--- config.mk ---
export PLATFORM = sky130hd
export DESIGN_NAME = fp_norm_pack
export DESIGN_NICKNAME = d
export VERILOG_FILES = /design/src/rtl/fp_pkg.sv /design/src/rtl/fp_lzc24.sv /design/src/rtl/fp_norm_pack.sv
export SDC_FILE = /design/constraint.sdc
export NUM_CORES = 1
export LEC_CHECK = 0
export ABC_AREA = 1
export CORE_ASPECT_RATIO = 0.8
export CORE_MARGIN = 2
export CORE_UTILIZATION = 45
export CTS_CLUSTER_SIZE = 40
export DETAILED_ROUTE_END_ITERATION = 10
export GPL_ROUTABILITY_DRIVEN = 0
export PLACE_DENSITY_LB_ADDON = 0.08
export RECOVER_POWER = 100
export SYNTH_ARGS = -nofsm -noshare
export SYNTH_HDL_FRONTEND = slang
export SYNTH_SLANG_ARGS = --single-unit
--- constraint.sdc ---
create_clock -name clk -period 4.2 [get_ports clk]
set_input_delay 0.84 -clock clk [delete_from_list [all_inputs] [get_ports clk]]
set_output_delay 0.84 -clock clk [all_outputs]
set_load 0.02 [all_outputs]
--- src/rtl/fp_pkg.sv ---
// Shared FP32 field widths, special exponent value and the normalizer FSM state type.
package fp_pkg;

  localparam int EXP_W  = 8;
  localparam int MANT_W = 23;

  localparam logic [EXP_W-1:0] EXP_MAX = 8'hFF;

  typedef enum logic [1:0] {
    IDLE = 2'd0,
    NORM = 2'd1,
    DONE = 2'd2
  } state_t;

  function automatic logic [31:0] pack_fp(input logic s, input logic [EXP_W-1:0] e,
                                          input logic [MANT_W-1:0] m);
    return {s, e, m};
  endfunction

endpackage

--- src/rtl/fp_lzc24.sv ---
// Leading-zero counter for a 24-bit vector; an all-zero input reports 24.
module fp_lzc24 (
  input  logic [23:0] a,
  output logic [4:0]  count
);

  // Scan upward so the highest set bit is the last one to write the count.
  always_comb begin
    count = 5'd24;
    for (int i = 0; i < 24; i++) begin
      if (a[i]) count = 5'(23 - i);
    end
  end

endmodule

--- src/rtl/fp_norm_pack.sv ---
// Normalizes an unnormalized sign/exp/mantissa result and packs it as an FP32 word.
// state | meaning
// IDLE  | ready for an operand (in_ready = 1)
// NORM  | special-case detection or one left-shift step per cycle
// DONE  | packed result held on out until out_ready (out_valid = 1)
module fp_norm_pack
  import fp_pkg::*;
#(
  parameter int MAX_SHIFT = 4
) (
  input  logic        clk,
  input  logic        reset,
  input  logic        in_valid,
  output logic        in_ready,
  input  logic        in_sign,
  input  logic [7:0]  in_exp,
  input  logic [24:0] in_mant,
  output logic        out_valid,
  input  logic        out_ready,
  output logic [31:0] out
);

  state_t      state;
  logic        sign_r;
  logic [8:0]  exp_r;
  logic [24:0] mant_r;
  logic [31:0] out_r;

  logic [4:0]  lz;
  logic [4:0]  shift;
  logic [8:0]  exp_inc;
  logic [8:0]  exp_dec;

  fp_lzc24 u_lzc (
    .a     (mant_r[23:0]),
    .count (lz)
  );

  // Exponent math stays 9 bits wide so +1 and -shift cannot wrap unnoticed.
  always_comb begin
    shift   = (lz > 5'(MAX_SHIFT)) ? 5'(MAX_SHIFT) : lz;
    exp_inc = exp_r + 9'd1;
    exp_dec = exp_r - {4'b0, shift};
  end

  always_ff @(posedge clk) begin
    if (reset) begin
      state  <= IDLE;
      sign_r <= 1'b0;
      exp_r  <= '0;
      mant_r <= '0;
      out_r  <= '0;
    end else begin
      case (state)
        IDLE: begin
          if (in_valid) begin
            sign_r <= in_sign;
            exp_r  <= {1'b0, in_exp};
            mant_r <= in_mant;
            state  <= NORM;
          end
        end
        NORM: begin
          if (exp_r == {1'b0, EXP_MAX}) begin
            out_r <= pack_fp(sign_r, EXP_MAX, '0);
            state <= DONE;
          end else if (mant_r == '0 || exp_r == '0) begin
            out_r <= pack_fp(sign_r, '0, '0);
            state <= DONE;
          end else if (mant_r[24]) begin
            if (exp_inc >= {1'b0, EXP_MAX})
              out_r <= pack_fp(sign_r, EXP_MAX, '0);
            else
              out_r <= pack_fp(sign_r, exp_inc[7:0], mant_r[23:1]);
            state <= DONE;
          end else if (mant_r[23]) begin
            out_r <= pack_fp(sign_r, exp_r[7:0], mant_r[22:0]);
            state <= DONE;
          end else if (exp_r <= {4'b0, shift}) begin
            // Would land at or below exponent zero: flush, no subnormals.
            out_r <= pack_fp(sign_r, '0, '0);
            state <= DONE;
          end else begin
            exp_r  <= exp_dec;
            mant_r <= mant_r << shift;
          end
        end
        DONE: begin
          if (out_ready) state <= IDLE;
        end
        default: state <= IDLE;
      endcase
    end
  end

  assign in_ready  = (state == IDLE);
  assign out_valid = (state == DONE);
  assign out       = out_r;

endmodule

==> results.yml, run 1 <==
outcome:
  status: "completed"
global_routing:
  grt_max_degree: 41
  track_usage_pct: 27.3
  first_global_vias: 4807
  antenna_found_initial: 0
  grt_pass1_wl_um: 24900
  overflow: 0
floorplanning:
  core_sq_um: 10300
  initial_utilization_pct: 46.7
  fp.dieH_um: 96.5
  num_rows: 33
  io_pins: 72
  die_w_um: 120
  die_area_sq_um: 11600
synth:
  synth.cell_area_sq_um: 4820
  syn_area_per_cell_sq_um: 6.33
  synth_ff_type: "dfxtp_1"
  synthCells: 761
  synthDistinctLibCells: 45
  synthArstFlopShare_pct: 0
  seq_area_frac_synth_pct: 28.7
  synth_top_cell_by_area: "dfxtp_1"
  netlist_top_cells_count: "nand2_1 (172), o21ai_0 (85), inv_1 (75)"
  synth_top_area_share_pct: 28.7
  ys_seq_elements: 69
  ys_top_cells_by_area: "dfxtp_1 (29%), nand2_1 (13%), o21ai_0 (8.8%)"
  synth_edf_count: 0
  yosysMostFrequentCell: "nand2_1"
  yosysWarnings: 0
pwr:
  p_total_uw: 3810
  leakage_uw: 0.00268
  p_per_area_nw_per_um2: 612
  irDropWorstVdd_v: 0.000283
cts:
  cts-root-buf: "clkbuf_16"
  cts_tree: "yes"
  clk_latency_ns: 0.34
  clock_path_buffers: 2
  clkTransAtPathRegs_ns: 0.06
  clkSinkCount: 69
  numCtsBuffers: 9
  cts_max_level: 3
  ctsHoldBuffers: 0
setup_path:
  cp.arrival_ns: 4.13
  crit_family: "simple AND/OR/NAND/NOR gates"
  critPathCaptureType: "register"
  crit_slowest_cell: "dfxtp_4"
  max_stage_delay_ns: 0.38
  crit_fanout: 6
  critPathKind: "register to register"
  start_kind: "register"
  rr_startpoint: "mant_r[0]"
  crit_top_cell: "nand2_1"
  cp_data_required_time_ns: 4.46
  worst-path-buf-inv: 6
  crit_start: "mant_r[0]"
routing:
  routed_via_density: 5.79
  highest_layer: "met4"
  wl_per_cell_um: 16.5
  drc: 0
  met1_length_um: 7360
  wirelength_um: 16100
  wl_met3_um: 1790
  drt_iter0_drc: 820
  wl_met2_um: 6750
  via_count: 5669
  firstDrtPassIters: 6
  ant_nets: 0
finish:
  n_antenna_cell: 0
  syn2layout_area_growth_pct: 29.3
  nets: 882
  layout-drive-gt1-share_pct: 11.0
job:
  maxCapViolations: 0
sta:
  worstMarginPinSlew_ns: 0.961
  maxSlewHeadroom_pct: 35.9
  hold_violations: 0
  drv_slew: 0
  final.setup_skew_ns: 0.00790
  setup_violations: 0
  layout_min_cycle_time_ns: 3.87
  fin_tns_setup_ns: 0
  fin_crit_sh_pct: 92.1
  fmax_mhz: 258
hold_path:
  hold_path.startpoint: "sign_r"
  hp-class: "register to register"
placed_design:
  dp_hpwl_um: 11100
  port-buffer-count: 71
[final timing paths]
kind | to | slack (ns) | cells past startpoint
max | mant_r[2] | 0.33 | 31
min | out[31] | 0.46 | 2
max reg2reg | mant_r[2] | 0.33 | 31
min reg2reg | out[31] | 0.46 | 2
[layout make-up]
class	count	area [sq um]
fillers	971	4100
multi-input cells	570	3020
flip-flops and latches	69	1390
repair buffers	101	1020
inverters	83	319
clock buffers	10	239
well taps	140	175
clock inverters	6	70.1
[logic make-up after synthesis]
kind of cell             synth area share (%)
other                                  0.0779
buffers and inverters                    10.9
flip-flops                               28.7
AO/OA/AOI/OAI                            26.4
XOR/XNOR                                 1.45
adder cells (fa/ha/maj)                  2.75
AND/OR/NAND/NOR                          29.8
[flip-flops by register name (all words and copies together) (netlist names)]
register  cells
out          32
sign_r        1
exp_r         9
state         2
mant_r       25
[placed cells by master, fill, tap and decap left out, types with 5 or more instances in the layout]
| cell type | n |
|---|---|
| nor2_1 | 43 |
| dfxtp_1 | 66 |
| o21ai_1 | 18 |
| o21ai_0 | 78 |
| o21bai_1 | 5 |
| o211ai_1 | 16 |
| nor3_1 | 9 |
| nand3_1 | 57 |
| o22ai_1 | 8 |
| xor2_1 | 6 |
| dlygate4sd3_1 | 34 |
| nand4_1 | 24 |
| buf_4 | 19 |
| nand2_1 | 171 |
| inv_1 | 75 |
| inv_2 | 5 |
| a21oi_1 | 68 |
| clkbuf_16 | 12 |
| ha_1 | 8 |
| a21oi_2 | 6 |
| clkdlybuf4s50_1 | 37 |
| a31oi_1 | 7 |
| o21ai_2 | 11 |
[layer usage]
metal,GRT usage [%],vias to the layer above
met5,0,-
li1,-,2722
met3,5.58,26
met4,7.55,0
met1,40.7,2570
met2,39.7,351
[report_power, final]
part / internal, uW / switching, uW
sequential: 778 / 149
combinational: 738 / 1360
clock: 479 / 310
[repair_timing]
item / 4_1_cts / 5_1_grt
setup endpoints to repair: 0 / 65
buffers inserted: 0 / 8
resized for setup: 0 / 44
[through the flow]
step | instance area [sq um] | util [%] | instances | hold slack [ns] | setup WS [ns]
floorplan | 4820 | - | 762 | 0.430 | 0.373
global placement | 5630 | 54.6 | 950 | 0.442 | 0.336
detailed placement | 5630 | 54.6 | 950 | 0.449 | 0.216
CTS | 5940 | 57.6 | 966 | 0.457 | 0.177
global route | 6230 | 60.3 | 979 | 0.472 | -0.0434
finish | 6230 | 60.3 | 979 | 0.456 | 0.331
[worst min-delay path, delay by kind of cell (launching register included)]
family                 cells  cell delay [ns]
AOI/OAI and AO/OA          1             0.05
buffers and inverters      1             0.06
DFF                        1             0.29
No activity file was read; power rests on OpenSTA's default activity.
==> run 2: changes to the inputs <==
DONT_BUFFER_PORTS = 1   (was default)
==> results.yml, run 2 (synthesis gave the netlist of run 1 again) <==
setup_path:
  start_kind: "register"
  worst-path-buf-inv: 8
  critPathCaptureType: "register"
  crit_fanout: 8
  crit_top_cell: "nand2_1"
  crit_start: "mant_r[0]"
  critPathKind: "register to register"
  crit_family: "simple AND/OR/NAND/NOR gates"
  rr_startpoint: "mant_r[0]"
  cp_data_required_time_ns: 4.48
  crit_slowest_cell: "dfxtp_4"
  cp.arrival_ns: 4.20
  max_stage_delay_ns: 0.35
sta:
  drv_slew: 0
  fin_crit_sh_pct: 93.5
  worstMarginPinSlew_ns: 1.09
  layout_min_cycle_time_ns: 3.93
  rsz0062_at_grt: "true"
  final.setup_skew_ns: 0.00614
  hold_violations: 0
  fmax_mhz: 255
  maxSlewHeadroom_pct: 27.1
  setup_violations: 0
routing:
  drc: 0
  met1_length_um: 7770
  firstDrtPassIters: 6
  wl_met2_um: 6250
  wl_per_cell_um: 17.4
  drt_iter0_drc: 519
  highest_layer: "met4"
  ant_nets: 0
  via_count: 5292
  wirelength_um: 16000
  wl_met3_um: 1580
  routed_via_density: 5.76
cts:
  cts_tree: "yes"
  clk_latency_ns: 0.34
  clock_path_buffers: 2
  cts-root-buf: "clkbuf_16"
  clkTransAtPathRegs_ns: 0.06
  ctsHoldBuffers: 0
  numCtsBuffers: 9
  cts_max_level: 3
  clkSinkCount: 69
pwr:
  switching_share_pct: 47.3
  p_per_area_nw_per_um2: 671
  leakage_uw: 0.00239
  p_total_uw: 3770
  irDropWorstVdd_v: 0.000365
  seq_power_share_pct: 26.4
  pwr-share-clk_pct: 21.5
  p_int_uw: 1990
  p_sw_uw: 1780
  power_frac_comb_pct: 52.1
finish:
  stdcell_area_sq_um: 5620
  utilization_pct: 54.5
  nets: 822
  largest_register_ffs: 32
  layout-drive-gt1-share_pct: 12.5
  syn2layout_area_growth_pct: 16.8
  layout_common_cells: "nand2_1 (170), o21ai_0 (77), inv_1 (73)"
  n_antenna_cell: 0
  final_common_cell: "nand2_1"
hold_path:
  hp-class: "register to register"
  hold_path.startpoint: "sign_r"
global_routing:
  overflow: 0
  grt_pass1_wl_um: 24900
  antenna_found_initial: 0
  grt_max_degree: 41
  track_usage_pct: 27.7
  first_global_vias: 4595
job:
  maxCapViolations: 0
floorplanning:
  initial_utilization_pct: 46.7
  core_sq_um: 10300
  io_pins: 72
  fp.dieH_um: 96.5
  num_rows: 33
  die_w_um: 120
  die_area_sq_um: 11600
placed_design:
  postPlaceCellArea_sq_um: 4920
  port-buffer-count: 0
  dp_hpwl_um: 11200
outcome:
  status: "completed"
run 2: changes by cell type in the layout (fill, tap and decap cells not counted), sizes merged:
cell	previous run	this run
buf	26	37
bufinv	1	2
clkbuf	14	12
clkdlybuf4s15	0	1
clkdlybuf4s50	37	0
clkinv	3	5
clkinvlp	3	0
dlygate4sd3	34	0
run 2: worst reg2reg max path, delay by kind of cell (launching register included):
family	cells	cell delay, ns
fa+ha+maj	1	0.29
buf+inv	8	0.80
simple gates	17	1.49
compound gates	7	0.91
flops	1	0.35
run 2: final cells by class:
class | instances | area [sq um]
fillers | 1015 | 4700
multi-input cells | 570 | 3000
flip-flops and latches | 69 | 1390
repair buffers | 41 | 409
inverters | 83 | 329
clock buffers | 9 | 225
well taps | 140 | 175
clock inverters | 6 | 87.6
run 2: what timing repair did:
item,CTS,global route
resized for setup,0,52
buffers inserted,0,18
setup endpoints to repair,0,65
hold endpoints to repair,0,0
run 2: per-layer routing:
layer	global-route usage [%]	up-vias
met3	6.87	33
met5	0	-
met2	38.7	260
met1	41.4	2385
met4	8.53	0
li1	-	2614
run 2: through the flow:
step	hold WS, ns	setup slack (ns)	std cells	setup TNS, ns
floorplan	0.430	0.373	762	0
global placement	0.441	0.387	880	0
detailed placement	0.458	0.263	880	0
CTS	0.467	0.223	895	0
global route	0.493	-0.0664	918	-0.344
finish	0.462	0.272	918	0
run 2: path summary, 6_finish.rpt:
kind	end	slack, ns	cells past startpoint
worst max register to register	mant_r[19]	0.27	33
worst min register to register	out[31]	0.46	2
worst min-delay path	out[31]	0.46	2
worst max-delay path	mant_r[19]	0.27	33
run 2: power by group through the flow:
stage / combinational [uW] / clock, uW / sequential [uW]
CTS: 1700 / 828 / 986
finish: 1970 / 811 / 994
detailed placement: 1690 / 0 / 999
floorplan: 1370 / 0 / 930
global route: 2190 / 851 / 1010
global placement: 1680 / 0 / 1000
==> run 3: changes to the inputs <==
CORE_MARGIN = default   (was 2)
==> results.yml, run 3 (synthesis gave the netlist of run 1 again) <==
sta:
  maxSlewHeadroom_pct: 39.7
  fmax_mhz: 262
  worstMarginPinSlew_ns: 0.903
  layout_min_cycle_time_ns: 3.82
  final.setup_skew_ns: 0.00650
  hold_violations: 0
  setup_violations: 0
  fin_tns_setup_ns: 0
  drv_slew: 0
  fin_crit_sh_pct: 90.9
pwr:
  switching_share_pct: 47.5
  power_frac_comb_pct: 50.6
  pwr-share-clk_pct: 22.8
  p_per_area_nw_per_um2: 686
  seq_power_share_pct: 26.5
  p_int_uw: 1970
  p_sw_uw: 1780
  irDropWorstVdd_v: 0.000323
  leakage_uw: 0.00231
cts:
  ctsHoldBuffers: 0
  clkTransAtPathRegs_ns: 0.06
  clock_path_buffers: 2
  cts-root-buf: "clkbuf_16"
  cts_tree: "yes"
  cts_max_level: 3
  numCtsBuffers: 9
  clkSinkCount: 69
  clk_latency_ns: 0.34
floorplanning:
  io_pins: 72
  num_rows: 33
  fp.dieH_um: 94.5
  die_w_um: 118
  initial_utilization_pct: 46.7
  core_sq_um: 10300
  die_area_sq_um: 11100
global_routing:
  overflow: 0
  grt_max_degree: 41
  track_usage_pct: 28.7
  antenna_found_initial: 0
  grt_pass1_wl_um: 25000
  first_global_vias: 4688
setup_path:
  crit_slowest_cell: "dfxtp_4"
  critPathKind: "register to register"
  critPathCaptureType: "register"
  crit_top_cell: "nand2_1"
  start_kind: "register"
  max_stage_delay_ns: 0.37
  cp.arrival_ns: 4.09
  cp_data_required_time_ns: 4.48
  crit_fanout: 10
placed_design:
  port-buffer-count: 0
  dp_hpwl_um: 11300
  placed_cells: 877
finish:
  syn2layout_area_growth_pct: 13.6
  largest_register_ffs: 32
  n_antenna_cell: 0
  final-instance-count-excl-fill: 905
  layout_common_cells: "nand2_1 (172), o21ai_0 (80), inv_1 (74)"
  nets: 808
  final_common_cell: "nand2_1"
  layout-drive-gt1-share_pct: 10.1
routing:
  via_count: 5312
  firstDrtPassIters: 5
  ant_nets: 0
  wirelength_um: 16200
  routed_via_density: 5.87
  drc: 0
  wl_per_cell_um: 17.9
  drt_iter0_drc: 502
job:
  maxCapViolations: 0
outcome:
  status: "completed"
hold_path:
  hp-class: "register to register"
[run 3: power groups by stage]
stage	logic [uW]	clock network (uW)	registers, uW
final	1900	858	996
after global routing	2110	899	1010
after CTS	1700	869	987
after detailed placement	1690	0	1000
after global placement	1690	0	999
after floorplan	1370	0	930
[run 3: layout make-up]
cell class                 instances  area (sq um)
clock inverter                     6          93.8
tap                              140           175
fill                            1080          4850
clock buffer                      10           239
inverter                          83           324
timing repair buffer              27           310
sequential                        69          1390
multi-input combinational        570          2940
[run 3: path summary, 6_finish.rpt]
path / to / slack [ns] / cells past startpoint / from
setup / recovery: out[0] / 0.38 / 40 / mant_r[1]
hold / removal: out[31] / 0.46 / 2 / sign_r
setup reg to reg: out[0] / 0.38 / 40 / mant_r[1]
hold reg to reg: out[31] / 0.46 / 2 / sign_r
[run 3: stage by stage]
stage | cell area (sq um) | worst slack, ns | util (%) | total power (uW) | hold WS, ns
global route | 5470 | -0.0306 | 53.0 | 4020 | 0.509
CTS | 5240 | 0.242 | 50.8 | 3560 | 0.466
floorplan | 4820 | 0.373 | - | 2300 | 0.430
global placement | 4910 | 0.331 | 47.6 | 2690 | 0.438
detailed placement | 4910 | 0.286 | 47.6 | 2690 | 0.453
finish | 5470 | 0.384 | 53.0 | 3750 | 0.460
[run 3: per-layer routing]
metal	share of wire [%]	up-vias	track usage (%)
met2	40	272	39.8
met5	0	-	0
met1	48	2437	42.5
li1	-	2583	-
met3	10	20	6.88
met4	2.0	0	9.72
[run 3: critical path: cells and delay by family (launching register included)]
family,cells,cell delay (ns)
buffers and inverters,7,0.69
flip-flops,1,0.37
AO/OA/AOI/OAI,6,0.88
AND/OR/NAND/NOR,26,1.61
adder cells (fa/ha/maj),1,0.16
[run 3: repair_timing]
item / 4_1_cts / 5_1_grt
buffers inserted: 0 / 8
endpoints found under the setup margin: 0 / 65
gates resized for setup: 0 / 27
